**src/rtl/maxpool2x2_stage.sv**
```systemverilog
// 2x2 stride-2 max pooling over a raster-ordered 9-channel feature map.
// Horizontal pairs are reduced first; even-row results wait in a half-row line buffer for the odd row.
module maxpool2x2_stage #(
   parameter int int_bits  = 13,
   parameter int fm_width  = 16,
   parameter int fm_height = 16
) (
   input  logic                         clk,
   input  logic                         reset,
   input  logic                         in_valid,
   input  logic [8:0][int_bits-1:0]     in,
   output logic                         out_valid,
   output logic [8:0][int_bits-1:0]     out,
   output logic                         frame_done
);

   localparam int unsigned CW   = $clog2(fm_width);
   localparam int unsigned RW   = $clog2(fm_height);
   localparam int unsigned LB_N = fm_width / 2;
   localparam int unsigned IW   = (LB_N > 1) ? $clog2(LB_N) : 1;

   if (fm_width < 2 || (fm_width % 2) != 0 || fm_height < 2 || (fm_height % 2) != 0) begin : g_bad_geometry
      $error("maxpool2x2_stage: fm_width and fm_height must be even and at least 2");
   end

   logic [CW-1:0]               col_q, col_d;
   logic [RW-1:0]               row_q, row_d;
   logic [8:0][int_bits-1:0]    hreg_q, hreg_d;
   logic [8:0][int_bits-1:0]    lb_q [LB_N];
   logic [8:0][int_bits-1:0]    lb_d [LB_N];
   logic [8:0][int_bits-1:0]    out_q, out_d;
   logic                        out_valid_q, out_valid_d;
   logic                        frame_done_q, frame_done_d;
   logic [8:0][int_bits-1:0]    hmax;
   logic [IW-1:0]               idx;
   logic                        col_last, row_last;

   function automatic logic [int_bits-1:0] smax(input logic [int_bits-1:0] a,
                                                input logic [int_bits-1:0] b);
      return ($signed(a) > $signed(b)) ? a : b;
   endfunction

   always_comb begin
      col_d        = col_q;
      row_d        = row_q;
      hreg_d       = hreg_q;
      lb_d         = lb_q;
      out_d        = out_q;
      out_valid_d  = 1'b0;
      frame_done_d = 1'b0;
      idx          = IW'(col_q >> 1);
      col_last     = (col_q == CW'(fm_width - 1));
      row_last     = (row_q == RW'(fm_height - 1));
      for (int unsigned k = 0; k < 9; k++) begin
         hmax[k] = smax(hreg_q[k], in[k]);
      end

      if (in_valid) begin
         if (!col_q[0]) begin
            hreg_d = in;
         end else if (!row_q[0]) begin
            lb_d[idx] = hmax;
         end else begin
            for (int unsigned k = 0; k < 9; k++) begin
               out_d[k] = smax(lb_q[idx][k], hmax[k]);
            end
            out_valid_d  = 1'b1;
            frame_done_d = col_last && row_last;
         end

         if (col_last) begin
            col_d = '0;
            row_d = row_last ? '0 : row_q + 1'b1;
         end else begin
            col_d = col_q + 1'b1;
         end
      end
   end

   always_ff @(posedge clk or posedge reset) begin
      if (reset) begin
         col_q        <= '0;
         row_q        <= '0;
         out_q        <= '0;
         out_valid_q  <= 1'b0;
         frame_done_q <= 1'b0;
      end else begin
         col_q        <= col_d;
         row_q        <= row_d;
         out_q        <= out_d;
         out_valid_q  <= out_valid_d;
         frame_done_q <= frame_done_d;
      end
   end

   // Data storage is written before it is read in every frame, so it carries no reset.
   always_ff @(posedge clk) begin
      hreg_q <= hreg_d;
      lb_q   <= lb_d;
   end

   assign out        = out_q;
   assign out_valid  = out_valid_q;
   assign frame_done = frame_done_q;

endmodule

```
**config.mk**
```make
export PLATFORM = sky130hd
export DESIGN_NAME = maxpool2x2_stage
export DESIGN_NICKNAME = d
export VERILOG_FILES = /design/src/rtl/maxpool2x2_stage.sv
export SDC_FILE = /design/constraint.sdc
export NUM_CORES = 2
export LEC_CHECK = 0
export CORE_MARGIN = 4
export CORE_UTILIZATION = 35
export DETAILED_ROUTE_END_ITERATION = 6
export PLACE_DENSITY = 0.59
export REMOVE_ABC_BUFFERS = 1
export SLEW_MARGIN = 20
export SYNTH_ARGS = -nofsm -noshare
export SYNTH_HDL_FRONTEND = slang
export SYNTH_SLANG_ARGS = --single-unit
```
**constraint.sdc**
```tcl
create_clock -name clk -period 14.2 [get_ports clk]
set_input_delay 1.42 -clock clk [delete_from_list [all_inputs] [get_ports clk]]
set_output_delay 1.42 -clock clk [all_outputs]
set_load 0.02 [all_outputs]
```
# Yosys cells after proc, flatten, opt, wreduce, memory -nomap -nowiden
# Cells that the tools add are included.
# totals
reg_bits	1180
out_inout_bits	119
# classes
n_addsub	2
n_lt_le_gt_ge	20
n_eq_ne	2
muxes	32
n_bitwise	3
n_reduce_logical	6
# op_table
operator	n
936-bit bitwise mux	1
117-bit binary-select mux with 3-bit select	1
117-bit demux with 3-bit select	1
117-bit 2-to-1 mux	3
13-bit > comparator	18
13-bit 2-to-1 mux	18
4-bit by 1-bit adder with 4-bit output, second input constant	2
4-bit == test, second input constant	2
4-bit 2-to-1 mux	2
1-bit 2-to-1 mux	6
3-bit AND reduction	2
4-bit greater-or-equal comparator, second input constant	1
4-bit by 1-bit < comparator with 1-bit output, second input constant	1
3-bit inverter with 4-bit output	1
2-bit AND reduction	2
1-bit logical AND	2
1-bit inverter	2

# Longest topological paths before layout
# depth
word_depth	6
depth_mapped	21
mapped_depth_nobuf	19

# Worst setup path before layout
# Ideal clock, no wire load.
# synth_path
path_type	in2reg
startpoint	input in_valid
endpoint	register lb_q[351] (netlist name), enable pin
setup_ps	880
arrival_ps	12933
slack_ps	387
path_stages	4
path_buffers	1
path_cell_list	nand2_1 or2_2 clkbuf_1 nor4_1
# synth_between
elab_chain_len	1
# synth_rtl
item	line	rtl
start: declaration	10	input logic in_valid,
3-bit AND reduction (no line)	n/a	
end signal: assignment	99	lb_q <= lb_d;
end: declaration	29	logic [8:0][int_bits-1:0] lb_q [LB_N];
# No other way between the ends.
# A chain may end at the register's enable or synchronous reset.

==> impl_metrics.py <==
metrics = {
    "worst_setup_path": {
        "timing.critical_path.fanout_max": 15,
        "setup.worst_path.end_class": "flip-flop",
        "timing.setup.critical_path_class": "in -> reg",
        "worstReg2RegStart": "col_q[3]",
        "required_ns": 14.79,
        "cp.buffers_inverters": 3,
        "cpPeakStageDelay_ns": 0.73,
        "r2r_setup_slack_ns": 8.48,
        "worstSetupStartpointType": "primary input",
        "crit_top_cell": "o21a_1",
        "critical-path-top-delay-family": "compound AO/OA/AOI/OAI gates",
        "timing.critical_path.cells": "clkdlybuf4s50_1 -> inv_1 -> ha_1 -> nor2b_1 -> o21a_1 -> o21a_1 -> o21ai_0 -> a21oi_1 -> o211ai_1 -> buf_4 -> mux2_2 -> ha_1 -> nor2b_1 -> o21a_1 -> o21a_1 -> o211ai_1 -> a21o_1 -> a31oi_2 -> nand2b_1 -> o211ai_1",
        "r2r.worst_path.cells": 14,
        "critical_path_arrival_ns": 6.73,
        "critical_path.slowest_cell": "a31oi_2",
        "rr_endpoint": "out[3]",
    },
    "synthesis": {
        "synth_mux_area_share_pct": 2.19,
        "synth_largest_area_cell": "edfxtp_1",
        "seq_area_frac_synth_pct": 69.7,
        "yosys-top-cells-count": "edfxtp_1, a22oi_1, inv_1",
        "yosys_register_bits": 1180,
        "ys_top_cells_by_area": "edfxtp_1, a22oi_1, dfrtp_1",
        "synth_compound_area_share_pct": 12.5,
        "synth_cells": 3445,
        "synthDominantCellAreaShare_pct": 63.3,
        "syn-mean-instance-area_um2": 14.5,
        "combinational_family_with_the_most_area_after_synthesis": "compound AO/OA/AOI/OAI gates",
        "post_synth_instance_area_um2": 50000,
        "synth_warnings": 0,
        "synth_cell_type_count": 71,
        "synth_enable_flop_cells": 1053,
        "ys_async_sr_fraction_pct": 10.8,
        "synth_flop_cell": "edfxtp_1",
        "share_of_the_synthesized_netlist_area_taken_by_xor_and_xnor_gates_pct": 0.0351,
        "synth-simple-area-share_pct": 6.42,
        "yosys.cell_count.top_type": "edfxtp_1",
        "synthAdderAreaFrac_pct": 5.84,
    },
    "cells_and_area": {
        "nNetsFinal": 4063,
        "multi_input_area_um2": 13600,
        "fillers": 12823,
        "post_route_cell_area_um2": 59100,
        "syn_to_final_growth_pct": 18.3,
        "sequential_cell_area_um2": 34800,
        "drive_gt1_share_pct": 8.28,
        "fin_util_pct": 41.7,
        "finish.cell_count_without_fillers": 5713,
    },
    "timing": {
        "hold_viol_final": 0,
        "setup-violations-final": 0,
        "final_min_period_over_clock_period_pct": 43.2,
        "fmaxAchievable_ghz": 0.163,
        "finClkSkew_ns": 0.0364,
        "max_slew.worst_pin.slew_ns": 1.08,
        "report.final.slew_viol_count": 0,
        "finalSetupTns_ns": 0,
        "layout_min_cycle_time_ns": 6.14,
        "unrepaired_setup_endpoints_after_global_routing": "false",
        "holdWs_ns": 0.481,
        "max_slew_margin_pct": 27.8,
    },
    "floorplanning": {
        "floorplan.core_area_um2": 142000,
        "die_area_um2": 149000,
        "rows": 138,
        "top_level_ports": 239,
        "initial_core_util_pct": 35.2,
        "die_height_um": 386,
        "die_width_um": 386,
    },
    "clock_tree": {
        "cts_hold_buffers": 0,
        "cts.clk_slew.worst_paths_ns": 0.06,
        "post_cts_resize_count": 0,
        "cts_buffer_depth": 3,
        "clk-insertion-delay-late_ns": 0.75,
        "cts.repair_timing.setup_buffer_count": 0,
        "cts_max_level": 4,
        "tritoncts_clock_tree": "done",
        "tritoncts.num_buffers": 133,
        "cts.root.buffer_cell": "clkbuf_16",
        "clock_sink_count": 1180,
    },
    "route": {
        "routed_wl_um": 134000,
        "detail_route.iter0.violations": 2313,
        "first_pass_iters": 7,
        "route.detailed.vias_per_inst": 5.45,
        "drc": 0,
        "ant_nets": 0,
        "avgRoutedWirePerCell_um": 23.5,
        "detailroute.via_count": 31129,
    },
    "grt": {
        "grt_util_met3_pct": 3.71,
        "gr-usage-all-layers_pct": 17.8,
        "global_routing_s_busiest_layer": "met2",
        "grt_overflow": 0,
        "first_global_vias": 31329,
        "antenna_found_initial": 19,
        "global_route.usage.met2_pct": 28.8,
        "first_pass_grt_wire_length_um": 200000,
        "grt_start_max_net_pins": 68,
        "groute.layer.met1.usage_pct": 24.4,
    },
    "pwr": {
        "power.density_cell_area_nw_per_um2": 201,
        "max-vdd-ir-drop_v": 0.000113,
        "power.leakage_uw": 0.0208,
    },
    "placed_design": {
        "dpl.cell_count": 5464,
        "dp.final_hpwl_um": 79100,
        "io_buffers": 238,
        "place_congestion": 0.828,
        "post_dp_cell_area_um2": 54700,
    },
    "worst_hold_path": {
        "hold_class": "reg -> reg",
        "hold_path_depth": 2,
        "hold_sp": "out[26]",
        "worstHoldEndpoint": "out[26]",
    },
    "flow_run": {
        "maxCapViolations": 0,
    },
    "status": {
        "status": "complete, no violations",
    },
}
-- through the flow --
stage          worst slack, ns  power [µW]
2_1_floorplan            0.471        7060
3_3_place_gp              7.32        8520
3_5_place_dp              7.18        8570
4_1_cts                   7.96       12000
5_1_grt                   7.79       12600
6_report                  8.06       11900
-- layout by cell type, fill, tap and decap left out, drive strengths merged, types with 24 or more instances in the layout --
| cell type | instances |
|---|---|
| nand3 | 95 |
| dfrtp | 127 |
| clkinv | 40 |
| clkdlybuf4s50 | 238 |
| o221ai | 27 |
| nor2 | 85 |
| edfxtp | 1053 |
| nor2b | 29 |
| nand2 | 178 |
| clkbuf | 178 |
| o211ai | 71 |
| buf | 64 |
| a22oi | 455 |
| and4 | 24 |
| inv | 275 |
| mux2i | 91 |
| a21oi | 90 |
| o21ai | 57 |
| ha | 233 |
| o21a | 25 |
| nand4 | 140 |
-- per-layer routing --
metal	vias up	share of wire (%)
met2	836	47
met1	15929	45
met3	179	6.2
li1	14169	-
met5	-	0.077
met4	16	1.8
-- worst register-to-register path, cell delays in order, from the launching register on --
cell and delay, ns:
dfrtp_1 0.87, inv_1 0.43, nor3_2 0.23, buf_4 0.61
buf_4 0.68, a22oi_1 0.20, nand4_1 0.21, ha_1 0.26
and4_1 0.22, nand2_1 0.11, or3_1 0.11, o221ai_1 0.11
a31oi_2 0.72, nand2b_1 0.60, o211ai_1 0.20
-- where the power goes --
group | total (µW) | switching [µW] | internal, µW | leakage, µW
combinational | 3980 | 2600 | 1380 | 0.00755
clock | 3410 | 1420 | 1990 | 0.00209
sequential | 4500 | 218 | 4280 | 0.0112
total | 11900 | 4240 | 7650 | 0.0208
-- cell type report --
class	count	area share, %
antenna	6	0.0254
sequential	1180	58.9
tap	1890	4.00
inverter	269	1.72
timing repair buffer	302	4.85
multi-input combinational	1824	23.1
clock inverter	64	1.26
clock buffer	178	6.15
-- state kept, by name (all words and copies together), names as in the netlist --
register / cells
out_valid: 1
lb_q: 936
hreg_q: 117
row_q: 4
col_q: 4
out: 117
frame_done: 1
-- kinds of logic after synthesis --
logic type / Yosys count
muxes: 105
buffers and inverters: 441
DFF: 1180
adders and majority gates: 233
and+or+nand+nor: 626
AOI/OAI and AO/OA: 858
xor gates and xnor gates: 2
-- how the worst max path moves through the flow --
stage,startpoint,depth (start not counted),to
after global routing,in[51],17,out[48]
after detailed placement,in[51],17,out[42]
after CTS,in[51],17,out[43]
after global placement,in[51],17,out[47]
after floorplan,in_valid,3,lb_q[585]
final,in[1],20,out[3]
(Power assumes the default switching activity.)
